### src/rtl/aon_mem_arbiter_if.sv
// Request/grant bundle between three requesters and the always-on store arbiter.
// Requester i owns bit i of req/lock/wr, bits [2i+1:2i] of addr_in and [16i+15:16i] of wdata_in.
interface aon_mem_arbiter_if;
    logic [2:0]  req;
    logic [2:0]  lock;
    logic [2:0]  wr;
    logic [5:0]  addr_in;
    logic [47:0] wdata_in;
    logic [2:0]  gnt;
    logic [2:0]  done;
    logic [15:0] rdata;
    logic        busy;
    logic        timeout_err;

    modport master (
        output req, lock, wr, addr_in, wdata_in,
        input  gnt, done, rdata, busy, timeout_err
    );

    modport slave (
        input  req, lock, wr, addr_in, wdata_in,
        output gnt, done, rdata, busy, timeout_err
    );
endinterface

### src/rtl/aon_mem_arbiter.sv
// Three-requester arbiter in front of a 4x16 always-on store, with lock/hold and hold timeout.
// Optional macro AON_ARB_ROUND_ROBIN_EN: round-robin arbitration instead of fixed priority.
module aon_mem_arbiter #(
    parameter int TIMEOUT = 63,
    parameter int NREQ    = 3
) (
    input  logic             clk,
    input  logic             reset,
    aon_mem_arbiter_if.slave bus
);
    localparam logic [1:0] IDLE   = 2'd0;
    localparam logic [1:0] ARB    = 2'd1;
    localparam logic [1:0] ACCESS = 2'd2;
    localparam logic [1:0] HOLD   = 2'd3;

    localparam logic [1:0] LAST = 2'(NREQ - 1);
    localparam logic [5:0] TMO  = 6'(TIMEOUT);

    logic [1:0]  state;
    logic [1:0]  next_state;
    logic [1:0]  win;
    logic [1:0]  arb_idx;
    logic [2:0]  gnt;
    logic [2:0]  done;
    logic [15:0] rdata;
    logic        busy;
    logic        timeout_err;
    logic [5:0]  hold_timer;
    logic        timer_hit;
    logic [15:0] store [4];
    logic        sel_wr;
    logic [1:0]  sel_addr;
    logic [15:0] sel_wdata;
    logic        win_lock;
    logic        win_req;

    function automatic logic [1:0] pick_first(input logic [2:0] r, input logic [1:0] a,
                                              input logic [1:0] b, input logic [1:0] c);
        if (r[a]) begin
            return a;
        end else if (r[b]) begin
            return b;
        end else begin
            return c;
        end
    endfunction

    function automatic logic [2:0] onehot(input logic [1:0] idx);
        case (idx)
            2'd0:    return 3'b001;
            2'd1:    return 3'b010;
            default: return 3'b100;
        endcase
    endfunction

`ifdef AON_ARB_ROUND_ROBIN_EN
    logic [1:0] rr_ptr;

    // Search order starts just after the previous winner.
    always_comb begin
        case (rr_ptr)
            2'd0:    arb_idx = pick_first(bus.req, 2'd1, 2'd2, 2'd0);
            2'd1:    arb_idx = pick_first(bus.req, 2'd2, 2'd0, 2'd1);
            default: arb_idx = pick_first(bus.req, 2'd0, 2'd1, LAST);
        endcase
    end

    // Remember the last arbitrated winner; hold re-accesses do not move it.
    always_ff @(posedge clk or posedge reset) begin
        if (reset) begin
            rr_ptr <= LAST;
        end else if ((state == ARB) && (|bus.req)) begin
            rr_ptr <= arb_idx;
        end else begin
            rr_ptr <= rr_ptr;
        end
    end
`else
    // Fixed priority: lowest index wins.
    always_comb begin
        arb_idx = pick_first(bus.req, 2'd0, 2'd1, LAST);
    end
`endif

    // Route the current owner's request fields.
    always_comb begin
        sel_wr    = 1'b0;
        sel_addr  = 2'd0;
        sel_wdata = 16'h0000;
        win_lock  = 1'b0;
        win_req   = 1'b0;
        case (win)
            2'd0: begin
                sel_wr    = bus.wr[0];
                sel_addr  = bus.addr_in[1:0];
                sel_wdata = bus.wdata_in[15:0];
                win_lock  = bus.lock[0];
                win_req   = bus.req[0];
            end
            2'd1: begin
                sel_wr    = bus.wr[1];
                sel_addr  = bus.addr_in[3:2];
                sel_wdata = bus.wdata_in[31:16];
                win_lock  = bus.lock[1];
                win_req   = bus.req[1];
            end
            default: begin
                sel_wr    = bus.wr[2];
                sel_addr  = bus.addr_in[5:4];
                sel_wdata = bus.wdata_in[47:32];
                win_lock  = bus.lock[2];
                win_req   = bus.req[2];
            end
        endcase
    end

    // Timer reaches the limit on this idle HOLD cycle.
    always_comb begin
        timer_hit = (({1'b0, hold_timer} + 7'd1) >= {1'b0, TMO});
    end

    // Next-state logic; HOLD exits are prioritised lock, then req, then timeout.
    always_comb begin
        next_state = state;
        case (state)
            IDLE: begin
                if (|bus.req) begin
                    next_state = ARB;
                end else begin
                    next_state = IDLE;
                end
            end
            ARB: begin
                if (|bus.req) begin
                    next_state = ACCESS;
                end else begin
                    next_state = IDLE;
                end
            end
            ACCESS: begin
                if (win_lock) begin
                    next_state = HOLD;
                end else begin
                    next_state = IDLE;
                end
            end
            HOLD: begin
                if (!win_lock) begin
                    next_state = IDLE;
                end else if (win_req) begin
                    next_state = ACCESS;
                end else if (timer_hit) begin
                    next_state = IDLE;
                end else begin
                    next_state = HOLD;
                end
            end
            default: next_state = IDLE;
        endcase
    end

    // FSM state and registered outputs.
    always_ff @(posedge clk or posedge reset) begin
        if (reset) begin
            state       <= IDLE;
            win         <= 2'd0;
            gnt         <= 3'b000;
            done        <= 3'b000;
            rdata       <= 16'h0000;
            busy        <= 1'b0;
            timeout_err <= 1'b0;
        end else begin
            state       <= next_state;
            busy        <= (next_state != IDLE);
            done        <= 3'b000;
            timeout_err <= 1'b0;
            case (state)
                ARB: begin
                    win <= arb_idx;
                    gnt <= (|bus.req) ? onehot(arb_idx) : 3'b000;
                end
                ACCESS: begin
                    if (!sel_wr) begin
                        rdata <= store[sel_addr];
                    end
                    done <= onehot(win);
                    if (next_state == IDLE) begin
                        gnt <= 3'b000;
                    end
                end
                HOLD: begin
                    if (next_state == IDLE) begin
                        gnt <= 3'b000;
                    end
                    timeout_err <= win_lock && !win_req && timer_hit;
                end
                default: gnt <= 3'b000;
            endcase
        end
    end

    // Hold timer: cleared by every access, counts idle HOLD cycles, saturates.
    always_ff @(posedge clk or posedge reset) begin
        if (reset) begin
            hold_timer <= 6'd0;
        end else begin
            case (state)
                ACCESS:  hold_timer <= 6'd0;
                HOLD:    hold_timer <= timer_hit ? TMO : (hold_timer + 6'd1);
                default: hold_timer <= hold_timer;
            endcase
        end
    end

    // Always-on store; word3 powers up with both flags set.
    always_ff @(posedge clk or posedge reset) begin
        if (reset) begin
            store[0] <= 16'h0000;
            store[1] <= 16'h0000;
            store[2] <= 16'h0000;
            store[3] <= 16'h0003;
        end else if ((state == ACCESS) && sel_wr) begin
            store[sel_addr] <= sel_wdata;
        end
    end

    assign bus.gnt         = gnt;
    assign bus.done        = done;
    assign bus.rdata       = rdata;
    assign bus.busy        = busy;
    assign bus.timeout_err = timeout_err;
endmodule

### src/flat_wrapper.sv
// flat-port wrapper written by rule: the top's interface ports become plain ports
module aon_mem_arbiter_flat 
#(
    parameter int TIMEOUT = 63,
    parameter int NREQ    = 3
)
  (clk, reset, bus_req, bus_lock, bus_wr, bus_addr_in, bus_wdata_in, bus_gnt, bus_done, bus_rdata, bus_busy, bus_timeout_err);
  aon_mem_arbiter_if bus_i ();
  input  logic clk;
  input  logic reset;
  input wire logic [$bits(bus_i.req)-1:0] bus_req;
  input wire logic [$bits(bus_i.lock)-1:0] bus_lock;
  input wire logic [$bits(bus_i.wr)-1:0] bus_wr;
  input wire logic [$bits(bus_i.addr_in)-1:0] bus_addr_in;
  input wire logic [$bits(bus_i.wdata_in)-1:0] bus_wdata_in;
  output wire logic [$bits(bus_i.gnt)-1:0] bus_gnt;
  output wire logic [$bits(bus_i.done)-1:0] bus_done;
  output wire logic [$bits(bus_i.rdata)-1:0] bus_rdata;
  output wire logic [$bits(bus_i.busy)-1:0] bus_busy;
  output wire logic [$bits(bus_i.timeout_err)-1:0] bus_timeout_err;
  assign bus_i.req = bus_req;
  assign bus_i.lock = bus_lock;
  assign bus_i.wr = bus_wr;
  assign bus_i.addr_in = bus_addr_in;
  assign bus_i.wdata_in = bus_wdata_in;
  assign bus_gnt = bus_i.gnt;
  assign bus_done = bus_i.done;
  assign bus_rdata = bus_i.rdata;
  assign bus_busy = bus_i.busy;
  assign bus_timeout_err = bus_i.timeout_err;
  aon_mem_arbiter #(.TIMEOUT(TIMEOUT), .NREQ(NREQ)) u_core (.clk(clk), .reset(reset), .bus(bus_i));
endmodule
### config.mk
export PLATFORM = sky130hd
export DESIGN_NAME = aon_mem_arbiter_flat
export DESIGN_NICKNAME = d
export VERILOG_FILES = /design/src/rtl/aon_mem_arbiter_if.sv /design/src/rtl/aon_mem_arbiter.sv /design/src/flat_wrapper.sv
export SDC_FILE = /design/constraint.sdc
export NUM_CORES = 1
export LEC_CHECK = 0
export ABC_CLOCK_PERIOD_IN_PS = 3600
export BUFFER_PORTS_ARGS = -buffer_cell sky130_fd_sc_hd__buf_4
export CAP_MARGIN = 20
export CORE_ASPECT_RATIO = 0.7
export CORE_MARGIN = 3
export CORE_UTILIZATION = 56
export CTS_BUF_LIST = sky130_fd_sc_hd__clkbuf_8 sky130_fd_sc_hd__clkbuf_16
export CTS_CLUSTER_SIZE = 20
export DETAILED_ROUTE_END_ITERATION = 16
export HOLD_SLACK_MARGIN = 0.1
export PLACE_DENSITY = 0.8
export SYNTH_ARGS = -nofsm -noshare
export SYNTH_HDL_FRONTEND = slang
export SYNTH_SLANG_ARGS = --single-unit
### constraint.sdc
create_clock -name clk -period 3.6 [get_ports clk]
set_input_delay 0.72 -clock clk [delete_from_list [all_inputs] [get_ports clk]]
set_output_delay 0.72 -clock clk [all_outputs]
set_load 0.1 [all_outputs]
# --- Word-level counts from Yosys, hierarchy flattened ---
# Cells that the tools add are included.
classes:
  addsub: 2
  n_mul: 0
  n_div: 0
  n_lt_le_gt_ge: 3
  eq_ne: 6
  n_shift: 0
  mux: 29
  bitwise_logic: 2
  n_reduce_logical: 14
op_table:
  columns: ["operator", "count"]
  rows:
  - ["$bwmux 64", 1]
  - ["$mux 16", 3]
  - ["$bmux 16 s2", 1]
  - ["$demux 16 s2", 1]
  - ["$pmux 16 s2", 1]
  - ["$pmux 3 s2", 3]
  - ["$mux 2", 7]
  - ["$pmux 6 s2", 1]
  - ["$mux 3", 3]
  - ["$logic_not 2->1", 4]
  - ["$pmux 2 s4", 1]
  - ["$add 6x1->7 const B", 1]
  - ["$ge 7x6->1 const B", 1]
  - ["$add 6x1->6 const B", 1]
  - ["$eq 2x1->1 const B", 3]
  - ["$mux 6", 1]
  - ["$pmux 1 s2", 3]
  - ["$eq 2x2->1 const B", 2]
  - ["$logic_and 1x1->1", 4]
  - ["$pmux 2 s2", 1]
  - ["$reduce_bool 2->1", 2]
  - ["$ge 3x3->1 const B", 1]
  - ["$lt 3x1->1 const B", 1]
  - ["$not 2->3", 1]
  - ["other kinds (7)", 8]
word_totals:
  ff_bits: 98
  latchBits: 0
  mem_bits_rw: 0
  mem_bits_ro: 0
  input_bits: 65
  out_inout_bits: 24
  wordCells: 68
  memories: 0

# --- Depth between registers and ports, before layout ---
depth:
  ltp_word: 9
  mapped_depth: 9
  ltp_nobuf: 6

# --- Worst setup path after synthesis ---
# No wires, ideal clock.
synth_timing:
  kind: "input -> register"
  start: "input bus_wr[1]"
  end: "register u_core.store[12] (netlist bit)"
  setup_ps: 128
  t_arrival_ps: 2032
  required_time_ps: 3472
  slack_ps: 1440
  path_stages: 5
  path_buffers: 1
  cell_sequence: "mux2i_1 a211o_2 nor3b_4 buf_6 mux2_1"
synth_via:
  elab_chain_len: 2
synth_rtl:
  columns: ["item", "line_no", "source"]
  rows:
  - ["start: declaration", "flat_wrapper.sv:13", "input wire logic [$bits(bus_i.wr)-1:0] bus_wr;"]
  - ["$pmux 1 s2", "aon_mem_arbiter.sv:92", "case (win)"]
  - ["$logic_and 1x1->1", "aon_mem_arbiter.sv:222", "end else if ((state == ACCESS) && sel_wr) begin"]
  - ["end signal: indexed assignment", "aon_mem_arbiter.sv:223", "store[sel_addr] <= sel_wdata;"]
  - ["end: declaration", "aon_mem_arbiter.sv:30", "logic [15:0] store [4];"]
# Every way passes these cells.
# A chain may end at the register's enable or synchronous reset.

# --- Final worst setup path ---
layout_timing:
  start: "register u_core.win[0]"
  end: "register u_core.store[61] (netlist bit)"
layout_via:
  elab_chain_len: 8
  elab_cells_between_ends: 13
  classes_between: "order compare (2); eq/ne (1); mux (6); bitwise (1); reduce/logical (3)"
layout_rtl:
  columns: ["item", "line_no", "source"]
  rows:
  - ["start: declaration", "aon_mem_arbiter.sv:21", "logic [1:0] win;"]
  - ["start signal: assignment", "aon_mem_arbiter.sv:179", "win <= arb_idx;"]
  - ["$eq 2x1->1 or $logic_not 2->1 (tied branches)", "aon_mem_arbiter.sv:92", null]
  - ["$pmux 2 s2", "aon_mem_arbiter.sv:92", null]
  - ["$not 2->3 (not written as such)", "aon_mem_arbiter.sv:223", null]
  - ["$ge 3x3->1 (not written as such) or $lt 3x1->1 (tied branches)", "aon_mem_arbiter.sv:223", null]
  - ["$logic_and 1x1->1 (not written as such)", "aon_mem_arbiter.sv:223", null]
  - ["$mux 16 (not written as such)", "aon_mem_arbiter.sv:223", null]
  - ["$demux 16 s2", "aon_mem_arbiter.sv:223", null]
  - ["$bwmux 64", "aon_mem_arbiter.sv:223", null]
# Several ways; a longest one is shown, not always the timed one.

==> reports/metrics.cfg <==
[run_status]
status=finished, final reports clean

[placement]
hpwl_um=8450
pre_cts_slack_ns=0.700
place_area_um2=5730
portBuffers=88
gp_congestion=0.789

[global_routing]
globalRouteMet2Util_pct=40.6
grt_pass1_wl_um=20100
grt_use_total_pct=25.3
grt_max_degree=49
grt_pass1_vias=3942
use_met3_pct=6.67
overflow=0
antenna_found_initial=0
gr-usage-met1_pct=34.6
top_usage_layer=met2

[finish]
drive_gt1_share_pct=33.9
multi_input_area_um2=2250
final-seq-area_um2=2450
final_area_um2=6060
fin_util_pct=71.2
area_delta_synth_final_pct=22.2
final_common_cell=buf_4
final_cell_mix=buf_4 (105), dfrtp_1 (96), mux2i_1 (37), mux2_2 (34), a211oi_1 (32)
nets=578
fillers=641
diodes=0

[hold_path]
hold_path_class=reg -> reg
min_delay_path_depth=1

[worst_setup_path]
cpMostUsedCell=buf_4
arrival_ns=3.16
worstPathCellList=mux2i_4 -> buf_4 -> a21o_1 -> buf_4 -> nor3b_4 -> mux2_2
endpoint_kind=flop
reg2reg_depth=6
timing_worst_setup_path_type=reg -> reg
path_max_fanout=16
critPathRequiredTime_ns=3.82
cp_slowest_cell=nor3b_4
max_stage_delay_ns=0.76
start_kind=flop

[sta]
setup_viol=0
slew_headroom_pct=40.0
rsz0062_at_grt=no
fin_ws_ns=0.659
hold_violations=0
timing.hold.ws_ns=0.491
period_share_pct=81.7
tightest_slew_ns=0.895
clock_skew_ns=0.0125
fmax_mhz=340
fin_setup_tns_ns=0
min_period_ns=2.94
slew_viol_final=0

[synth]
synth_warnings=0
synth_cell_type_count=47
netlist_area_um2=4960
synth_top_area_cell=dfrtp_1
synth_area_leaders=dfrtp_1 (48%), mux2_2 (7.7%), mux2i_1 (7.5%)
yosys_most_used_dff=dfrtp_1
synth_seq_cells=98
async_flop_share_pct=100
ys_seq_area_share_pct=49.5
synth_cells=427
syn-num-nets=494
synth-edff-count=0
synth.avg_cell_area_um2=11.6
synth_top_area_share_pct=48.5

[clock_network]
cts_hold_buf=0
cts_resized=0
postCtsSetupRepairBufs=0
worst_skew_pair.late_latency_ns=0.34
h-tree-depth=3
root_buffer=clkbuf_16
cts_sinks=98
cts_buffers=9
clk_pin_slew_ns=0.07
cts_tree=yes
clockBufferDepth=2

[routing]
routed_wl_um=12000
vias=3746
drt_iter0_markers=227
drtAntennaViolNets=0
dr.pass1.iters=5
wl_per_cell_um=18.9
viasPerCell=5.89
drc=0

[power_and_ir_drop]
p_leak_nw=2.75
power.density_nw_per_um2=974
vdd_drop_max_v=0.000488

[floorplan]
io_pins=89
dieArea_um2=10000
rows=28
die_w_um=118
fp.dieH_um=84.7
start_util_pct=58.2
coreArea_um2=8510

[run]
maxCapViolCount=0

-- sequential cells by signal, indices dropped and copies added, names as in the netlist --
signal,flops
u_core.bus.busy,1
u_core.bus.timeout_err,1
u_core.hold_timer,6
u_core.win,2
u_core.bus.gnt,3
u_core.store,64
u_core.bus.rdata,16
u_core.bus.done,3
u_core.state,2
-- synthesized netlist by cell type, types with 2 or more instances --
| library cell | number |
|---|---|
| and3_1 | 4 |
| ha_1 | 2 |
| buf_2 | 8 |
| a21o_1 | 3 |
| mux2_1 | 20 |
| nand2b_1 | 3 |
| nand2_1 | 25 |
| o221ai_1 | 2 |
| buf_1 | 2 |
| mux2_2 | 34 |
| nor2_1 | 20 |
| buf_6 | 5 |
| a211oi_1 | 32 |
| nor3b_4 | 2 |
| o21ai_0 | 24 |
| mux2i_1 | 37 |
| a21oi_1 | 8 |
| clkbuf_1 | 15 |
| nor2b_1 | 4 |
| buf_4 | 2 |
| inv_1 | 21 |
| dfstp_2 | 2 |
| a2111oi_0 | 15 |
| dfrtp_1 | 96 |
| nor3_1 | 5 |
| a32oi_1 | 2 |
| o211ai_1 | 2 |
| a31oi_1 | 2 |
| mux2_4 | 10 |
| nand3_1 | 3 |
-- per-stage QoR --
stage / total power, mW / cells
finish: 5.90 / 636
global route: 6.23 / 636
CTS: 5.91 / 636
detailed placement: 4.83 / 620
global placement: 4.73 / 620
floorplan: 4.12 / 427
-- critical path, delay by kind of cell (launching register included) --
family / cells / cell delay, ns
compound gates: 1 / 0.19
mux: 2 / 0.73
buf+inv: 2 / 0.45
simple gates: 1 / 0.76
flops: 1 / 0.68
-- where the power goes --
group	internal, mW	leakage, nW	total [mW]	switching, mW
sequential	1.62	1.20	1.96	0.340
clock	0.637	0.164	1.06	0.423
combinational	0.996	1.38	2.88	1.89
-- cell type report --
cell class	instances	area share [%]
inverters	21	1.32
clock inverters	6	1.57
repair buffers	105	13.0
well taps	120	2.48
multi-input cells	276	37.2
flip-flops and latches	98	40.5
clock buffers	10	3.94
-- cells by family after synthesis --
kind of cell | Yosys count | synth area share (%)
buf+inv | 53 | 5.12
flops | 98 | 49.5
simple gates | 70 | 7.14
compound gates | 100 | 14.1
mux | 102 | 23.2
xor+xnor | 2 | 0.353
fa+ha+maj | 2 | 0.505
-- metal layers --
layer	vias to the layer above	wire (µm)	part of all wire (%)
met3	18	762	6.3
met5	-	0	0
met2	128	5570	46
li1	1732	-	-
met4	0	176	1.5
met1	1868	5510	46
-- path summary, 6_finish.rpt --
path                                        from            endpoint  slack (ns)
worst max-delay path               u_core.win[0]    u_core.store[61]        0.66
worst min-delay path            u_core.store[56]    u_core.store[56]        0.49
worst max register to register     u_core.win[0]    u_core.store[61]        0.66
worst min register to register  u_core.store[56]    u_core.store[56]        0.49
max in group asynchronous                  reset    u_core.store[54]        2.06
min in group asynchronous                  reset  u_core.bus.done[2]        0.51
Note: power is estimated with default switching activity, not from simulation.
